`src/rtl/ps2_key_gen_if.sv`:
```
// Event-word bundle produced by ps2_key_gen and consumed by the per-title keyboard decoder.
interface ps2_key_gen_if;
    logic [10:0] ps2_key;
    logic        frame_err;
    logic        busy;

    modport master (output ps2_key, frame_err, busy);
    modport slave  (input  ps2_key, frame_err, busy);
endinterface

```
`src/rtl/ps2_key_gen.sv`:
```
// PS/2 keyboard receiver: conditions the raw lines, deframes scan-code bytes and folds
// E0/F0/E1 prefixes into the 11-bit toggle-event word.
module ps2_key_gen #(
    parameter int FILT_LEN = 8,
    parameter int TIMEOUT  = 50000
) (
    input  logic          clk_sys,
    input  logic          RESET_N,
    input  logic          ps2_clk_i,
    input  logic          ps2_data_i,
    ps2_key_gen_if.master key_if
);
    localparam int FW = $clog2(FILT_LEN + 1);
    localparam int TW = $clog2(TIMEOUT + 1);

    typedef enum logic [1:0] {S_IDLE, S_RX, S_CHECK, S_DECODE} state_t;

    logic          clk_s1_q, clk_s2_q, dat_s1_q, dat_s2_q;
    logic          filt_q, filt_d, filt_prev_q;
    logic [FW-1:0] filt_cnt_q, filt_cnt_d;
    state_t        state_q, state_d;
    logic [9:0]    shift_q, shift_d;
    logic [3:0]    bit_cnt_q, bit_cnt_d;
    logic [TW-1:0] tmo_q, tmo_d;
    logic          ext_q, ext_d, rel_q, rel_d;
    logic [2:0]    skip_q, skip_d;
    logic [10:0]   key_q, key_d;
    logic          frame_err_q, frame_err_d;
    logic          busy_q, busy_d;
    logic          fall;

    assign fall = filt_prev_q & ~filt_q;

    // A level change is accepted only after FILT_LEN consecutive samples disagree with it.
    always_comb begin
        filt_d     = filt_q;
        filt_cnt_d = '0;
        if (clk_s2_q != filt_q) begin
            if (filt_cnt_q == FW'(FILT_LEN - 1)) filt_d = clk_s2_q;
            else                                 filt_cnt_d = filt_cnt_q + 1'b1;
        end
    end

    always_comb begin
        state_d     = state_q;
        shift_d     = shift_q;
        bit_cnt_d   = bit_cnt_q;
        tmo_d       = tmo_q;
        ext_d       = ext_q;
        rel_d       = rel_q;
        skip_d      = skip_q;
        key_d       = key_q;
        frame_err_d = 1'b0;
        case (state_q)
            S_IDLE: begin
                tmo_d = '0;
                if (fall) begin
                    if (!dat_s2_q) begin
                        state_d   = S_RX;
                        bit_cnt_d = '0;
                    end else begin
                        frame_err_d = 1'b1;
                    end
                end
            end
            S_RX: begin
                // A falling edge takes priority over an expiring timeout.
                if (fall) begin
                    shift_d = {dat_s2_q, shift_q[9:1]};
                    tmo_d   = '0;
                    if (bit_cnt_q == 4'd9) state_d = S_CHECK;
                    else                   bit_cnt_d = bit_cnt_q + 1'b1;
                end else if (tmo_q != TW'(TIMEOUT)) begin
                    tmo_d = tmo_q + 1'b1;
                    if (tmo_q == TW'(TIMEOUT - 1)) begin
                        frame_err_d = 1'b1;
                        state_d     = S_IDLE;
                    end
                end
            end
            S_CHECK: begin
                if (!shift_q[9] || !(^shift_q[8:0])) begin
                    frame_err_d = 1'b1;
                    state_d     = S_IDLE;
                end else begin
                    state_d = S_DECODE;
                end
            end
            S_DECODE: begin
                state_d = S_IDLE;
                if (skip_q != 3'd0) begin
                    skip_d = skip_q - 1'b1;
                end else begin
                    case (shift_q[7:0])
                        8'hE1: skip_d = 3'd7;
                        8'hE0: ext_d  = 1'b1;
                        8'hF0: rel_d  = 1'b1;
                        8'hAA, 8'hFA, 8'hFE, 8'hEE, 8'h00, 8'hFF: begin
                        end
                        default: begin
                            key_d = {~key_q[10], ~rel_q, ext_q, shift_q[7:0]};
                            ext_d = 1'b0;
                            rel_d = 1'b0;
                        end
                    endcase
                end
            end
            default: state_d = S_IDLE;
        endcase
        busy_d = (state_d != S_IDLE);
    end

    always_ff @(posedge clk_sys or negedge RESET_N) begin
        if (!RESET_N) begin
            clk_s1_q    <= 1'b1;
            clk_s2_q    <= 1'b1;
            dat_s1_q    <= 1'b1;
            dat_s2_q    <= 1'b1;
            filt_q      <= 1'b1;
            filt_prev_q <= 1'b1;
            filt_cnt_q  <= '0;
            state_q     <= S_IDLE;
            shift_q     <= '0;
            bit_cnt_q   <= '0;
            tmo_q       <= '0;
            ext_q       <= 1'b0;
            rel_q       <= 1'b0;
            skip_q      <= '0;
            key_q       <= '0;
            frame_err_q <= 1'b0;
            busy_q      <= 1'b0;
        end else begin
            clk_s1_q    <= ps2_clk_i;
            clk_s2_q    <= clk_s1_q;
            dat_s1_q    <= ps2_data_i;
            dat_s2_q    <= dat_s1_q;
            filt_q      <= filt_d;
            filt_prev_q <= filt_q;
            filt_cnt_q  <= filt_cnt_d;
            state_q     <= state_d;
            shift_q     <= shift_d;
            bit_cnt_q   <= bit_cnt_d;
            tmo_q       <= tmo_d;
            ext_q       <= ext_d;
            rel_q       <= rel_d;
            skip_q      <= skip_d;
            key_q       <= key_d;
            frame_err_q <= frame_err_d;
            busy_q      <= busy_d;
        end
    end

    assign key_if.ps2_key   = key_q;
    assign key_if.frame_err = frame_err_q;
    assign key_if.busy      = busy_q;
endmodule

```
`src/flat_wrapper.sv`:
```
// flat-port wrapper written by rule: the top's interface ports become plain ports
module ps2_key_gen_flat 
#(
    parameter int FILT_LEN = 8,
    parameter int TIMEOUT  = 50000
)
  (clk_sys, RESET_N, ps2_clk_i, ps2_data_i, key_if_ps2_key, key_if_frame_err, key_if_busy);
  ps2_key_gen_if key_if_i ();
  input  logic clk_sys;
  input  logic RESET_N;
  input  logic ps2_clk_i;
  input  logic ps2_data_i;
  output wire logic [$bits(key_if_i.ps2_key)-1:0] key_if_ps2_key;
  output wire logic [$bits(key_if_i.frame_err)-1:0] key_if_frame_err;
  output wire logic [$bits(key_if_i.busy)-1:0] key_if_busy;
  assign key_if_ps2_key = key_if_i.ps2_key;
  assign key_if_frame_err = key_if_i.frame_err;
  assign key_if_busy = key_if_i.busy;
  ps2_key_gen #(.FILT_LEN(FILT_LEN), .TIMEOUT(TIMEOUT)) u_core (.clk_sys(clk_sys), .RESET_N(RESET_N), .ps2_clk_i(ps2_clk_i), .ps2_data_i(ps2_data_i), .key_if(key_if_i));
endmodule
```
`config.mk`:
```
export PLATFORM = sky130hd
export DESIGN_NAME = ps2_key_gen_flat
export DESIGN_NICKNAME = d
export VERILOG_FILES = /design/src/rtl/ps2_key_gen_if.sv /design/src/rtl/ps2_key_gen.sv /design/src/flat_wrapper.sv
export SDC_FILE = /design/constraint.sdc
export NUM_CORES = 1
export LEC_CHECK = 0
export CORE_MARGIN = 5
export CORE_UTILIZATION = 59
export CTS_CLUSTER_SIZE = 20
export DETAILED_ROUTE_END_ITERATION = 8
export PLACE_DENSITY = 0.76
export SYNTH_ARGS = -nofsm -noshare
export SYNTH_HDL_FRONTEND = slang
export SYNTH_SLANG_ARGS = --single-unit
```
`constraint.sdc`:
```
create_clock -name clk_sys -period 2.6 [get_ports clk_sys]
set_input_delay 0.52 -clock clk_sys [delete_from_list [all_inputs] [get_ports clk_sys]]
set_output_delay 0.52 -clock clk_sys [all_outputs]
set_load 0.01 [all_outputs]
```
# Word level (Yosys, flattened, before mapping)
# Index checks and enable logic that the tools add are counted.
# op_classes
n_eq_ne,21
reduce_logical,21
n_bitwise,8
addsub,4
n_mux,29
# op_table
cell,count
"== test 8 bit, second input constant",8
2-to-1 mux 16 bit,2
one-hot mux 16 bit (2 select lines),1
2-to-1 mux 4 bit,6
"adder 16 x 1 -> 16 bit, second input constant",1
"== test 16 bit, second input constant",1
"inequality test 16 bit, second input constant",1
OR reduction 8 bit,2
2-to-1 mux 2 bit,7
AND reduction 3 bit,3
OR reduction 9 bit,1
parity 9 bit,1
"adder 4 x 1 -> 4 bit, second input constant",2
logical NOT 8 bit,1
one-hot mux 2 bit (4 select lines),1
one-hot mux 4 bit (2 select lines),1
AND reduction 2 bit,4
inverter 1 bit,7
2-to-1 mux 1 bit,6
2-to-1 mux 3 bit,2
nonzero test 2 bit,3
AND reduction 5 bit,1
"== test 2 bit, second input constant",2
"== test 4 x 3 -> 1 bit, second input constant",1
other kinds (14),18
# totals
word_cells,100
ff_bits,60
input_bits,4

# Longest topological paths before layout
# Gate-level depths: netlist of run 1.
# depth
word_depth,6
depth_mapped,7
mapped_depth_nobuf,6

# Worst setup path after synthesis of run 1
# Ideal clock, no wire load.
# synth_path
path_kind,register to register
start,register u_core.shift_q[4]
end,register u_core.key_q[1] (netlist: u_core.key_if.ps2_key[1])
arrival_time_ns,1.809
t_required_ns,2.475
path_slack_ns,0.666
stages_incl_launch_ff,8
path_cell_list,dfrtp_1 inv_1 ha_1 o21ai_0 a21oi_1 nor4_2 buf_4 mux2_2
# synth_via
elab_chain_cells,4
elab_cells_between_ends,12
classes_between,eq/ne (8); bitwise (1); reduce/logical (3)
# synth_lines
element,line_no,source
start: declaration,ps2_key_gen.sv:22,"logic [9:0] shift_q, shift_d;"
start signal: assignment,ps2_key_gen.sv:141,shift_q <= shift_d;
== test 8 bit or logical NOT 8 bit (tied branches),ps2_key_gen.sv:94,case (shift_q[7:0])
OR reduction 9 bit (no line) *,--,
inverter 1 bit (no line) *,--,
AND reduction 3 bit (no line) *,--,
end signal: assignment,ps2_key_gen.sv:147,key_q <= key_d;
end: declaration,ps2_key_gen.sv:27,"logic [10:0] key_q, key_d;"
# Mark *: on every way between the ends. The rest lies on a longest branch, timed or not.
# A chain may end at the register's enable or synchronous reset.

# Worst setup path after layout of run 1
# layout_path
start,register u_core.shift_q[4]
end,register u_core.key_q[8] (netlist: u_core.key_if.ps2_key[8])
# The elaborated chain is that of the path after synthesis.

==> results.yml, run 1 <==
synth:
  syn_avg_cell_area_um2: 10.42
  ys_top_cells_by_area: "dfrtp_1 44%, ha_1 8.1%, dfstp_2 5.1%"
  yosys_most_used_dff: "dfrtp_1"
  synth.lib_cells_used.distinct: 49
  synthCells: 296
  synthArstFlopShare: 1.000
  yosysTopAreaCellShare: 0.4383
  netlist_area_um2: 3083
  synth_edf_count: 0
  ys.warnings.count: 0
  synth_top_area_cell: "dfrtp_1"
  syn-num-nets: 320
  yosys_register_bits: 60
  ys_seq_area_frac: 0.4894
global_route:
  grt_first_pass_wirelength_um: 10030
  grt_max_degree: 30
  grt-ovfl-total: 0
  track_usage: 0.1983
  antenna_found_initial: 0
  grt_pass1_vias: 2159
detailed_routing:
  num_vias: 2228
  viasPerCell: 5.612
  drc: 0
  routedWlPerCell_um: 14.74
  routed_wirelength_um: 5851
  first_pass_iters: 4
  final_antenna_net_count: 0
  dr.first_iter.drc_count: 123
worst_setup_path:
  critPathLaunchType: "register"
  cp_data_required_time_ps: 2820
  critPathKind: "reg2reg"
  critPathMaxFanout: 6
  end_kind: "register"
  cp.arrival_ps: 2290
cells_and_area:
  drive_above_1_share: 0.1651
  stdcell_count: 397
  area_growth_pct: 16.07
  fill_cells: 397
  antenna_cells: 0
  finish.utilization: 0.7006
  nets: 346
clock_network:
  clk_latency_ps: 340
  clk_pin_slew_ps: 70
  cts_tree: "yes"
  ctsRootBufferMaster: "clkbuf_8"
  cts_resized: 0
  htreeDepth: 3
  cts.sinks: 60
  cts_hold_buf: 0
  cts_setup_buffers: 0
  clockBufferDepth: 2
  cts_buffers: 9
sta:
  worst_pin_slew_ps: 647.8
  fin_worst_skew_ps: 9.188
  timing.fmax_mhz: 484.1
  setup_viol: 0
  rsz0062_at_grt: "false"
  holdWs_ps: 195.2
  final_max_slew_viol_count: 0
  layout_min_cycle_time_ps: 2066
  setup_ws_ps: 534.4
  tns_ps: 0
  hold_viol_final: 0
  slew_headroom: 0.5641
  fin_crit_sh: 0.7945
place:
  place_hpwl_um: 4240
  place_inst: 381
  port-buffer-count: 16
  place_ws_ps: 571.0
  gp_congestion: 0.7989
die:
  core.rowCount: 26
  die_w_um: 82.29
  die_h_um: 82.29
  start_util: 0.6036
  die-area_um2: 6771
  pin_count: 17
  core_area_um2: 5107
power_and_ir_drop:
  max-vdd-ir-drop_mv: 0.5017
  power.density_nw_per_um2: 731.8
  leakagePower_nw: 1.583
flow_run:
  drv_cap: 0
status:
  status: "completed"
worst_hold_path:
  hold_class: "in2async"
==> cells by family after synthesis <==
logic type | count (synthesis) | share of synthesized area
xor+xnor | 10 | 0.03287
simple gates | 108 | 0.1997
fa+ha+maj | 20 | 0.08117
flops | 60 | 0.4894
buf+inv | 29 | 0.03774
mux | 16 | 0.05763
compound gates | 53 | 0.1015
==> critical path: stages, from the launching register on <==
cell and delay (ps):
dfrtp_1 390, inv_1 90, ha_1 270, o21ai_0 180, a21oi_1 140, nor4_2 330, buf_4 210, mux2_2 340
==> placed cells by master, fill, tap and decap left out, types with 3 or more instances in the layout <==
cell type	count
or3_1	5
xor2_1	6
nor2b_1	3
o31ai_1	6
buf_4	6
mux2_2	14
and2_1	3
nand2b_1	5
nand3_1	8
nand4_1	9
inv_1	22
a21oi_1	14
bufinv_16	3
nor4b_1	3
ha_1	20
nand2_1	27
dfrtp_1	54
o21ai_0	22
clkbuf_8	10
xnor2_1	3
nor3_1	8
nor2_1	14
clkdlybuf4s50_1	15
dfstp_2	6
and3_1	4
==> area by class of cell <==
type                    instances  area, um^2  area share
multi-input cells             207        1458      0.4073
well taps                      70       87.58     0.02448
clock buffers                  11       141.4     0.03951
repair buffers                 22       200.2     0.05594
flip-flops and latches         60        1509      0.4217
clock inverters                 5       100.1     0.02797
inverters                      22       82.58     0.02308
==> sequential cells by signal, summed over array words and instances (netlist names) <==
name,count
u_core.bit_cnt_q,4
u_core.clk_s1_q,1
u_core.clk_s2_q,1
u_core.dat_s1_q,1
u_core.dat_s2_q,1
u_core.ext_q,1
u_core.filt_cnt_q,4
u_core.filt_prev_q,1
u_core.filt_q,1
u_core.key_if.busy,1
u_core.key_if.frame_err,1
u_core.key_if.ps2_key,11
u_core.rel_q,1
u_core.shift_q,10
u_core.skip_q,3
u_core.state_q,2
u_core.tmo_q,16
==> where the power goes <==
group | internal, mW | total [mW] | switching, mW | leakage, nW
logic | 0.184 | 0.473 | 0.289 | 0.653
clock network | 0.660 | 1.02 | 0.356 | 0.123
registers | 1.04 | 1.13 | 0.0956 | 0.807
==> metal layers <==
layer / global-route usage / wire length [um] / vias to the layer above
met5: 0 / 0 / -
met4: 0.1047 / 130 / 0
met3: 0.05206 / 255 / 13
met2: 0.2965 / 2741 / 48
met1: 0.2636 / 2723 / 1074
li1: - / - / 1093
==> cell usage after synthesis (2+ instances only) <==
library cell / instances
nor4_1: 2
nor2b_1: 3
nand2b_1: 5
and2_1: 3
or2_2: 2
o211ai_1: 2
dfrtp_1: 54
o21ai_0: 22
nand2_1: 27
xor2_1: 6
or4_1: 2
o31ai_1: 6
xnor2_1: 3
nor2_1: 14
dfstp_2: 6
buf_1: 2
nand4_1: 9
buf_4: 2
ha_1: 20
nor3_1: 8
or3_4: 2
inv_1: 22
nand3_1: 8
nor4b_1: 3
mux2_2: 14
or3_1: 5
mux2i_1: 2
or3_2: 2
a21oi_1: 14
clkbuf_1: 3
and3_1: 4
o32ai_1: 2
==> path summary, 6_finish.rpt <==
kind,startpoint,endpoint,slack (ps),cells past startpoint
setup / recovery,u_core.shift_q[4]$_DFFE_PN0P_,u_core.key_if.ps2_key[8]$_DFFE_PN0P_,530,7
hold / removal,RESET_N,u_core.tmo_q[12]$_DFFE_PN0P_,200,1
setup reg to reg,u_core.shift_q[4]$_DFFE_PN0P_,u_core.key_if.ps2_key[8]$_DFFE_PN0P_,530,7
hold reg to reg,u_core.dat_s1_q$_DFF_PN1_,u_core.dat_s2_q$_DFF_PN1_,360,0
max in group asynchronous,RESET_N,u_core.dat_s2_q$_DFF_PN1_,1680,2
min in group clk_sys,u_core.dat_s1_q$_DFF_PN1_,u_core.dat_s2_q$_DFF_PN1_,360,0
==> through the flow <==
stage / power (mW) / cell area (um^2)
final: 2.619 / 3578
after global routing: 2.759 / 3578
after CTS: 2.643 / 3578
after detailed placement: 1.616 / 3337
after global placement: 1.602 / 3337
after floorplan: 1.470 / 3083
No activity file was read; power rests on OpenSTA's default activity.
==> run 2, diff against run 1 <==
--- a/config.mk
+++ b/config.mk
@@ -6,10 +6,10 @@
 export NUM_CORES = 1
 export LEC_CHECK = 0
 export CORE_MARGIN = 5
-export CORE_UTILIZATION = 59
+export CORE_UTILIZATION = 54
 export CTS_CLUSTER_SIZE = 20
 export DETAILED_ROUTE_END_ITERATION = 8
-export PLACE_DENSITY = 0.76
+export PLACE_DENSITY = 0.73
 export SYNTH_ARGS = -nofsm -noshare
 export SYNTH_HDL_FRONTEND = slang
 export SYNTH_SLANG_ARGS = --single-unit
==> constraint.sdc (replaced) <==
create_clock -name clk_sys -period 1.9 [get_ports clk_sys]
set_input_delay 0.38 -clock clk_sys [delete_from_list [all_inputs] [get_ports clk_sys]]
set_output_delay 0.38 -clock clk_sys [all_outputs]
set_load 0.01 [all_outputs]
==> run 2 against run 1 <==
  * Clock skew decreased by 2.1 ps
  * Utilization increased by 0.24 points
  * Largest cell class is now multi-input gates
  * Highest routed layer unchanged
  * First-iteration DRC count decreased by 38%
==> results.yml, run 2 (synthesis results as in run 1) <==
cells_and_area:
  drive_above_1_share: 0.2886
  finish.instance_area_um2: 3895
  nets: 369
  final_common_cell: "dfrtp_1"
  final_cell_mix: "53 x dfrtp_1, 26 x nand2_1, 24 x buf_4, 21 x o21ai_0, 18 x inv_1"
  largest_reg_flops: 16
  stdcell_count: 422
  regMostFlops: "u_core.tmo_q"
  fill_cells: 392
  antenna_cells: 0
  area_growth_pct: 26.34
power_and_ir_drop:
  pwr-share-clk: 0.321
  leakagePower_nw: 1.718
  p_sw_mw: 0.9963
  power_mw: 3.345
  power.density_nw_per_um2: 858.8
  swShare: 0.2978
  max-vdd-ir-drop_mv: 0.7462
  p_comb_frac: 0.223
  p_int_mw: 2.349
  p_seq_frac: 0.455
die:
  core_area_um2: 5540
  die-area_um2: 7321
  die_h_um: 85.56
  start_util: 0.5565
  die_w_um: 85.56
  core.rowCount: 27
  pin_count: 17
worst_setup_path:
  cp_data_required_time_ps: 2120
  critPathLaunchType: "register"
  critPathMaxFanout: 5
  cp.arrival_ps: 2110
  critPathKind: "reg2reg"
  end_kind: "register"
global_route:
  grt_pass1_vias: 2308
  grt_first_pass_wirelength_um: 10280
  grt-ovfl-total: 0
  antenna_found_initial: 0
  track_usage: 0.1749
  grt_max_degree: 43
detailed_routing:
  routedWlPerCell_um: 14.89
  viasPerCell: 5.488
  drc: 0
  final_antenna_net_count: 0
  num_vias: 2316
  dr.first_iter.drc_count: 76
  routed_wirelength_um: 6283
  first_pass_iters: 4
clock_network:
  clk_pin_slew_ps: 60
  cts.sinks: 60
  clockBufferDepth: 2
  cts_buffers: 9
  ctsRootBufferMaster: "clkbuf_8"
  htreeDepth: 3
  clk_latency_ps: 330
  cts_tree: "yes"
sta:
  worst_pin_slew_ps: 553.4
  rsz0062_at_grt: "true"
  timing.fmax_mhz: 528.3
  hold_viol_final: 0
  fin_worst_skew_ps: 7.081
  final_max_slew_viol_count: 0
  setup_viol: 0
  slew_headroom: 0.6277
  holdWs_ps: 359.2
  layout_min_cycle_time_ps: 1893
  fin_crit_sh: 0.9963
place:
  place_hpwl_um: 4202
  port-buffer-count: 16
  gp_congestion: 0.8170
  place_area_um2: 3472
  place_inst: 399
status:
  status: "completed"
flow_run:
  drv_cap: 0
worst_hold_path:
  hold_class: "reg2reg"
run 2: critical path, stage by stage, from the launching register on:
cell	delay [ps]
dfrtp_1	410
ha_2	220
buf_6	120
nand4_1	80
nand2_2	90
nor4_4	330
buf_4	220
mux2_4	310
run 2: metal layers:
metal	GRT usage	wire length, um
met1	0.2252	2833
met2	0.2860	3183
met3	0.04323	180
met4	0.06475	85
met5	0	0
run 2: path summary, 6_finish.rpt:
| path | from | endpoint | slack [ps] | depth (start not counted) |
|---|---|---|---|---|
| setup / recovery | u_core.shift_q[7]$_DFFE_PN0P_ | u_core.key_if.ps2_key[9]$_DFFE_PN0P_ | 7 | 7 |
| hold / removal | u_core.clk_s1_q$_DFF_PN1_ | u_core.clk_s2_q$_DFF_PN1_ | 360 | 0 |
| setup reg to reg | u_core.shift_q[7]$_DFFE_PN0P_ | u_core.key_if.ps2_key[9]$_DFFE_PN0P_ | 7 | 7 |
| hold reg to reg | u_core.clk_s1_q$_DFF_PN1_ | u_core.clk_s2_q$_DFF_PN1_ | 360 | 0 |
| max in group asynchronous | RESET_N | u_core.filt_prev_q$_DFF_PN1_ | 730 | 3 |
| min in group asynchronous | RESET_N | u_core.filt_cnt_q[3]$_DFF_PN0_ | 530 | 2 |
run 2: layout make-up:
cell class,count,area [um^2],share of cell area
clock buffer,15,186.4,0.04786
clock inverter,1,5.005,0.001285
inverter,22,82.58,0.02120
multi-input combinational,207,1622,0.4163
sequential,60,1510,0.3877
tap,72,90.09,0.02313
timing repair buffer,45,399.1,0.1025
run 2: timing repair:
item	in CTS	in global routing
buffers inserted	4	2
hold buffers	1	0
hold endpoints to repair	16	0
resized for setup	8	36
setup endpoints to repair	12	13
pin swaps	3	11
run 2: per-stage QoR:
step | setup slack [ps] | setup TNS [ps] | util
6_report | 7.080 | 0 | 0.7030
5_1_grt | -91.58 | -833.4 | 0.7030
4_1_cts | -17.17 | -38.30 | 0.6725
3_5_place_dp | -67.11 | -553.5 | 0.6267
3_3_place_gp | 6.370 | 0 | 0.6267
2_1_floorplan | 1.093 | 0 | -
run 2: power by group through the flow:
stage	combinational (mW)	clock, mW	sequential [mW]
2_1_floorplan	0.486	0	1.53
3_3_place_gp	0.711	0	1.54
3_5_place_dp	0.719	0	1.54
4_1_cts	0.735	1.10	1.52
5_1_grt	0.844	1.16	1.55
6_report	0.746	1.07	1.52
